## config.mk

```make
export PLATFORM = sky130hd
export DESIGN_NAME = systolic_array_flat
export DESIGN_NICKNAME = d
export VERILOG_FILES = /design/src/rtl/systolic_array_if.sv /design/src/rtl/systolic_array.sv /design/src/flat_wrapper.sv
export SDC_FILE = /design/constraint.sdc
export NUM_CORES = 1
export LEC_CHECK = 0
export CAP_MARGIN = 20
export CORE_ASPECT_RATIO = 2
export CORE_MARGIN = 4
export CORE_UTILIZATION = 51
export DETAILED_ROUTE_END_ITERATION = 8
export GPL_TIMING_DRIVEN = 0
export PLACE_DENSITY = 0.78
export REMOVE_ABC_BUFFERS = 1
export SYNTH_ARGS = -nofsm -noshare
export SYNTH_HDL_FRONTEND = slang
export SYNTH_SLANG_ARGS = --single-unit
export TNS_END_PERCENT = 50
```

## constraint.sdc

```tcl
create_clock -name clk -period 6.1 [get_ports clk]
set_input_delay 1.22 -clock clk [delete_from_list [all_inputs] [get_ports clk]]
set_output_delay 1.22 -clock clk [all_outputs]
set_load 0.05 [all_outputs]
```

## src/rtl/systolic_array_if.sv

```systemverilog
`default_nettype none
// ============================================================================
// Module      : systolic_array_if
// Description : Operand/result bundle for the output-stationary systolic array.
// Revision    : 1.0 - initial release
// ============================================================================
interface systolic_array_if #(
    parameter int ROW_NUMBER    = 4,
    parameter int COLUMN_NUMBER = 4
);
    logic       through;
    logic [7:0] top_in   [COLUMN_NUMBER];
    logic [7:0] left_in  [ROW_NUMBER];
    logic [7:0] down_out [COLUMN_NUMBER];

    modport master (
        output through,
        output top_in,
        output left_in,
        input  down_out
    );

    modport slave (
        input  through,
        input  top_in,
        input  left_in,
        output down_out
    );
endinterface
`default_nettype wire

```

## src/rtl/systolic_array.sv

```systemverilog
`default_nettype none
// ============================================================================
// Module      : systolic_array
// Description : ROW_NUMBER x COLUMN_NUMBER output-stationary 8-bit MAC grid with
//               a drain mode that shifts accumulators down to the bottom row.
//               Define SYSTOLIC_ARRAY_SATURATE_EN to clamp MACs at 255.
// Revision    : 1.0 - initial release
// ============================================================================
module systolic_array #(
    parameter int ROW_NUMBER    = 4,
    parameter int COLUMN_NUMBER = 4
) (
    input  wire             clk,
    input  wire             reset,
    systolic_array_if.slave bus
);

    logic [7:0] r_a    [ROW_NUMBER][COLUMN_NUMBER];
    logic [7:0] r_b    [ROW_NUMBER][COLUMN_NUMBER];
    logic [7:0] r_acc  [ROW_NUMBER][COLUMN_NUMBER];
    logic [7:0] w_a_in [ROW_NUMBER][COLUMN_NUMBER];
    logic [7:0] w_b_in [ROW_NUMBER][COLUMN_NUMBER];

    function automatic logic [7:0] f_mac(
        input logic [7:0] acc,
        input logic [7:0] a,
        input logic [7:0] b
    );
`ifdef SYSTOLIC_ARRAY_SATURATE_EN
        logic [15:0] w_prod;
        logic [16:0] w_sum;
        w_prod = 16'(a) * 16'(b);
        w_sum  = 17'(acc) + 17'(w_prod);
        return (w_sum > 17'd255) ? 8'hFF : w_sum[7:0];
`else
        logic [7:0] w_prod;
        w_prod = a * b;
        return acc + w_prod;
`endif
    endfunction

    // Operands enter from the left/top edges and hop one PE per cycle.
    always_comb begin
        for (int r = 0; r < ROW_NUMBER; r++) begin
            w_a_in[r][0] = bus.left_in[r];
            for (int c = 1; c < COLUMN_NUMBER; c++) begin
                w_a_in[r][c] = r_a[r][c-1];
            end
        end
        for (int c = 0; c < COLUMN_NUMBER; c++) begin
            w_b_in[0][c] = bus.top_in[c];
            for (int r = 1; r < ROW_NUMBER; r++) begin
                w_b_in[r][c] = r_b[r-1][c];
            end
        end
    end

    always_ff @(posedge clk) begin
        if (reset) begin
            for (int r = 0; r < ROW_NUMBER; r++) begin
                for (int c = 0; c < COLUMN_NUMBER; c++) begin
                    r_a[r][c]   <= 8'd0;
                    r_b[r][c]   <= 8'd0;
                    r_acc[r][c] <= 8'd0;
                end
            end
        end else if (bus.through) begin
            // Drain: accumulators form a per-column shift register, top_in feeds row 0.
            for (int c = 0; c < COLUMN_NUMBER; c++) begin
                r_acc[0][c] <= bus.top_in[c];
                for (int r = 1; r < ROW_NUMBER; r++) begin
                    r_acc[r][c] <= r_acc[r-1][c];
                end
            end
            for (int r = 0; r < ROW_NUMBER; r++) begin
                for (int c = 0; c < COLUMN_NUMBER; c++) begin
                    r_a[r][c] <= 8'd0;
                    r_b[r][c] <= 8'd0;
                end
            end
        end else begin
            for (int r = 0; r < ROW_NUMBER; r++) begin
                for (int c = 0; c < COLUMN_NUMBER; c++) begin
                    r_a[r][c]   <= w_a_in[r][c];
                    r_b[r][c]   <= w_b_in[r][c];
                    r_acc[r][c] <= f_mac(r_acc[r][c], w_a_in[r][c], w_b_in[r][c]);
                end
            end
        end
    end

    always_comb begin
        for (int c = 0; c < COLUMN_NUMBER; c++) begin
            bus.down_out[c] = r_acc[ROW_NUMBER-1][c];
        end
    end

endmodule
`default_nettype wire

```

## src/flat_wrapper.sv

```systemverilog
// flat-port wrapper written by rule: the top's interface ports become plain ports
module systolic_array_flat 
#(
    parameter int ROW_NUMBER    = 4,
    parameter int COLUMN_NUMBER = 4
)
  (clk, reset, bus_through, bus_top_in, bus_left_in, bus_down_out);
  systolic_array_if #(.ROW_NUMBER(ROW_NUMBER), .COLUMN_NUMBER(COLUMN_NUMBER)) bus_i ();
  input  wire clk;
  input  wire reset;
  input wire logic [$bits(bus_i.through)-1:0] bus_through;
  input wire logic [$bits(bus_i.top_in)-1:0] bus_top_in;
  input wire logic [$bits(bus_i.left_in)-1:0] bus_left_in;
  output wire logic [$bits(bus_i.down_out)-1:0] bus_down_out;
  assign bus_i.through = bus_through;
  assign bus_i.top_in = {>>{bus_top_in}};
  assign bus_i.left_in = {>>{bus_left_in}};
  assign bus_down_out = {>>{bus_i.down_out}};
  systolic_array #(.ROW_NUMBER(ROW_NUMBER), .COLUMN_NUMBER(COLUMN_NUMBER)) u_core (.clk(clk), .reset(reset), .bus(bus_i));
endmodule
```

==> insert_results.sql <==
INSERT INTO impl_metrics (metric_group, metric, value, unit) VALUES
('placed_design', 'place_inst', '4082', ''),
('synth', 'yosysUniqueCellTypes', '30', ''),
('critical_path', 'setup.reg_to_reg.worst_slack', '1.92', 'ns'),
('finish', 'final_area', '0.0338', 'mm^2'),
('clock_tree', 'clk_latency', '0.60', 'ns'),
('route', 'drtAntennaViolNets', '0', ''),
('status', 'run_status', 'finished clean', ''),
('clock_tree', 'numClockSinks', '320', ''),
('route', 'num_vias', '20300', ''),
('synth', 'synth_area', '0.0300', 'mm^2'),
('sta', 'post-route-min-period', '4.93', 'ns'),
('finish', 'synthToLayoutAreaGrowth', '12.6', '%'),
('synth', 'dominantRegCellSynth', 'edfxtp_1', ''),
('power_and_ir_drop', 'ir_worst_vdd', '212', 'uV'),
('grt', 'grt_antenna_before_repair', '0', ''),
('synth', 'synth_enable_flop_cells', '320', ''),
('clock_tree', 'root_buffer', 'clkbuf_16', ''),
('power_and_ir_drop', 'power.total', '9.35', 'mW'),
('finish', 'post_layout_nonfiller_instances', '4139', ''),
('die', 'top_level_ports', '99', ''),
('critical_path', 'worstSetupEndpointType', 'flip-flop', ''),
('clock_tree', 'post-cts-setup-buffers', '0', ''),
('die', 'die_height', '351', 'um'),
('placed_design', 'post_dp_cell_area', '0.0327', 'mm^2'),
('finish', 'final.fill_count', '5017', ''),
('finish', 'nets', '3980', ''),
('critical_path', 'start_kind', 'input pin', ''),
('critical_path', 'critPathRequiredTime', '6.44', 'ns'),
('power_and_ir_drop', 'intPower', '5.85', 'mW'),
('clock_tree', 'cts.hold.buffers_added', '0', ''),
('critical_path', 'crit_end', 'u_core.r_acc[0][31]$_DFFE_PP_', ''),
('flow_run', 'cap_violations', '0', ''),
('synth', 'largest_cells_by_area_after_synthesis', 'edfxtp_1, fa_1, ha_1, and2_1, inv_1', ''),
('route', 'detail_route.drc_violations', '0', ''),
('sta', 'finalMaxSlewViolations', '0', ''),
('grt', 'grt_pass1_vias', '22400', ''),
('placed_design', 'dpl.hpwl', '52100', 'um'),
('sta', 'report.final.hold_viol_count', '0', ''),
('route', 'drt_first_pass_iters', '7', ''),
('clock_tree', 'clockBufferDepth', '3', ''),
('die', 'coreArea', '0.0582', 'mm^2'),
('placed_design', 'dp_slack', '0.555', 'ns'),
('synth', 'ys_seq_area_share', '32.0', '%'),
('placed_design', 'gpl.final_weighted_congestion', '0.929', ''),
('placed_design', 'placement.io_buffers', '98', ''),
('sta', 'setup-violations-final', '0', ''),
('critical_path', 'reg2reg_from', 'u_core.r_b[0][0]$_SDFFCE_PN0P_', ''),
('critical_path', 'r2r_end', 'u_core.r_acc[0][39]$_DFFE_PP_', ''),
('synth', 'post_synth_most_frequent_cells', 'inv_1, nand2_1, and2_1', ''),
('power_and_ir_drop', 'sequentialPowerShare', '31.8', '%'),
('critical_path', 'timing.critical_path.arrival', '5.27', 'ns'),
('sta', 'setup_ws_final', '1.17', 'ns'),
('grt', 'first_pass_grt_wire_length', '107000', 'um'),
('sta', 'worst_slew_pin_slew', '1.15', 'ns'),
('clock_tree', 'tritoncts', 'yes', ''),
('synth', 'synth-async-reset-ratio', '0', '%'),
('die', 'floorplan.rows', '125', ''),
('synth', 'ys_seq_elements', '320', ''),
('power_and_ir_drop', 'sw_frac_of_total', '37.4', '%'),
('die', 'floorplan.initialDensity', '51.6', '%'),
('route', 'routed_via_density', '4.91', ''),
('sta', 'fmax_achieved', '0.203', 'GHz'),
('power_and_ir_drop', 'p_leak', '16.0', 'nW'),
('clock_tree', 'cts.reportedPaths.clkPinSlew', '0.07', 'ns'),
('die', 'die_area', '0.0631', 'mm^2'),
('finish', 'antenna_cells_inserted', '0', ''),
('sta', 'unrepaired_setup_endpoints_after_global_routing', 'false', ''),
('route', 'wl_per_cell', '15.6', 'um'),
('grt', 'grt_max_degree', '103', ''),
('route', 'routed_wirelength', '64600', 'um'),
('power_and_ir_drop', 'net-switching-power', '3.49', 'mW');
==> cell families after synthesis <==
kind of cell               share of synthesized area, %
and+or+nand+nor                                    15.8
buffers and inverters                              9.16
adders and majority gates                          30.5
DFF                                                32.0
xor gates and xnor gates                           8.04
AOI/OAI and AO/OA                                  2.33
muxes                                              2.17
other                                            0.0125
==> critical path: stages <==
cell and delay [ns]:
clkdlybuf4s50_1 0.76, nand2_1 0.15, fa_1 0.52, inv_1 0.04, ha_1 0.27, ha_1 0.29
inv_1 0.05, fa_1 0.43, inv_1 0.07, ha_1 0.17, inv_1 0.07, fa_1 0.44
nor2b_1 0.15, o21ai_0 0.09, nand2b_1 0.15, xnor2_1 0.16, nor4_1 0.06, nand3b_1 0.18
==> cells in the final DEF (no fill, tap or decap), types with 7 or more instances in the layout <==
cell type / Yosys / layout
ha_1: 272 / 272
fa_1: 288 / 288
clkdlybuf4s50_1: 0 / 96
nand2b_1: 7 / 7
a21o_1: 25 / 25
nor3_1: 8 / 8
xnor2_1: 213 / 213
nand3_1: 7 / 7
nor2_1: 151 / 151
mux2i_1: 65 / 65
nand3b_1: 7 / 7
nor4_1: 7 / 7
nand2_1: 397 / 397
o21ai_0: 7 / 7
clkbuf_16: 0 / 31
o21a_1: 9 / 9
inv_1: 578 / 578
conb_1: 1 / 320
a21oi_1: 80 / 80
edfxtp_1: 320 / 320
and2_1: 374 / 374
xor2_1: 59 / 59
nor2b_1: 15 / 15
==> how the worst min path moves through the flow <==
| stage | from | endpoint | depth (start not counted) |
|---|---|---|---|
| floorplan | u_core.r_a[0][31]$_SDFFCE_PN0P_ | u_core.r_a[0][23]$_SDFFCE_PN0P_ | 1 |
| global placement | u_core.r_b[0][31]$_SDFFCE_PN0P_ | u_core.r_b[0][63]$_SDFFCE_PN0P_ | 1 |
| detailed placement | u_core.r_b[0][31]$_SDFFCE_PN0P_ | u_core.r_b[0][63]$_SDFFCE_PN0P_ | 1 |
| CTS | u_core.r_b[0][31]$_SDFFCE_PN0P_ | u_core.r_b[0][63]$_SDFFCE_PN0P_ | 1 |
| global route | u_core.r_b[0][31]$_SDFFCE_PN0P_ | u_core.r_b[0][63]$_SDFFCE_PN0P_ | 1 |
| finish | u_core.r_a[1][23]$_SDFFCE_PN0P_ | u_core.r_a[1][15]$_SDFFCE_PN0P_ | 1 |
==> power by group through the flow <==
stage	sequential [mW]	clock, mW	combinational, mW
after global routing	2.99	2.22	4.93
after detailed placement	3.02	0	4.30
after CTS	2.97	2.14	4.35
final	2.97	2.08	4.29
after floorplan	2.98	0	3.19
after global placement	3.02	0	4.20
==> layer usage <==
layer  wire, um  vias to the layer above  global-route usage [%]  share of wire (%)
met5          0                        -                       0                  0
met3       1850                      260                    1.79                2.9
met4       4660                        0                    13.1                7.2
li1           -                     9581                       -                  -
met1      20000                    10000                    18.8                 31
met2      38000                      499                    43.9                 59
==> per-stage QoR <==
step	hold slack, ns	utilization (%)
finish	0.575	58.1
global route	0.603	58.1
CTS	0.582	58.1
detailed placement	0.566	56.3
global placement	0.550	56.0
floorplan	0.524	-
==> state kept, by name (all words and copies together) (netlist names) <==
signal and flops:
u_core.r_b 96, u_core.r_acc 128, u_core.r_a 96
==> layout make-up <==
type	instances	area, um^2	share of cell area, %
clock inverters	22	295	0.873
multi-input cells	2318	18900	55.8
repair buffers	104	1130	3.34
flip-flops and latches	320	9610	28.4
clock buffers	35	791	2.34
well taps	762	953	2.82
inverters	578	2170	6.42
Power figures use the tool's default switching activity.
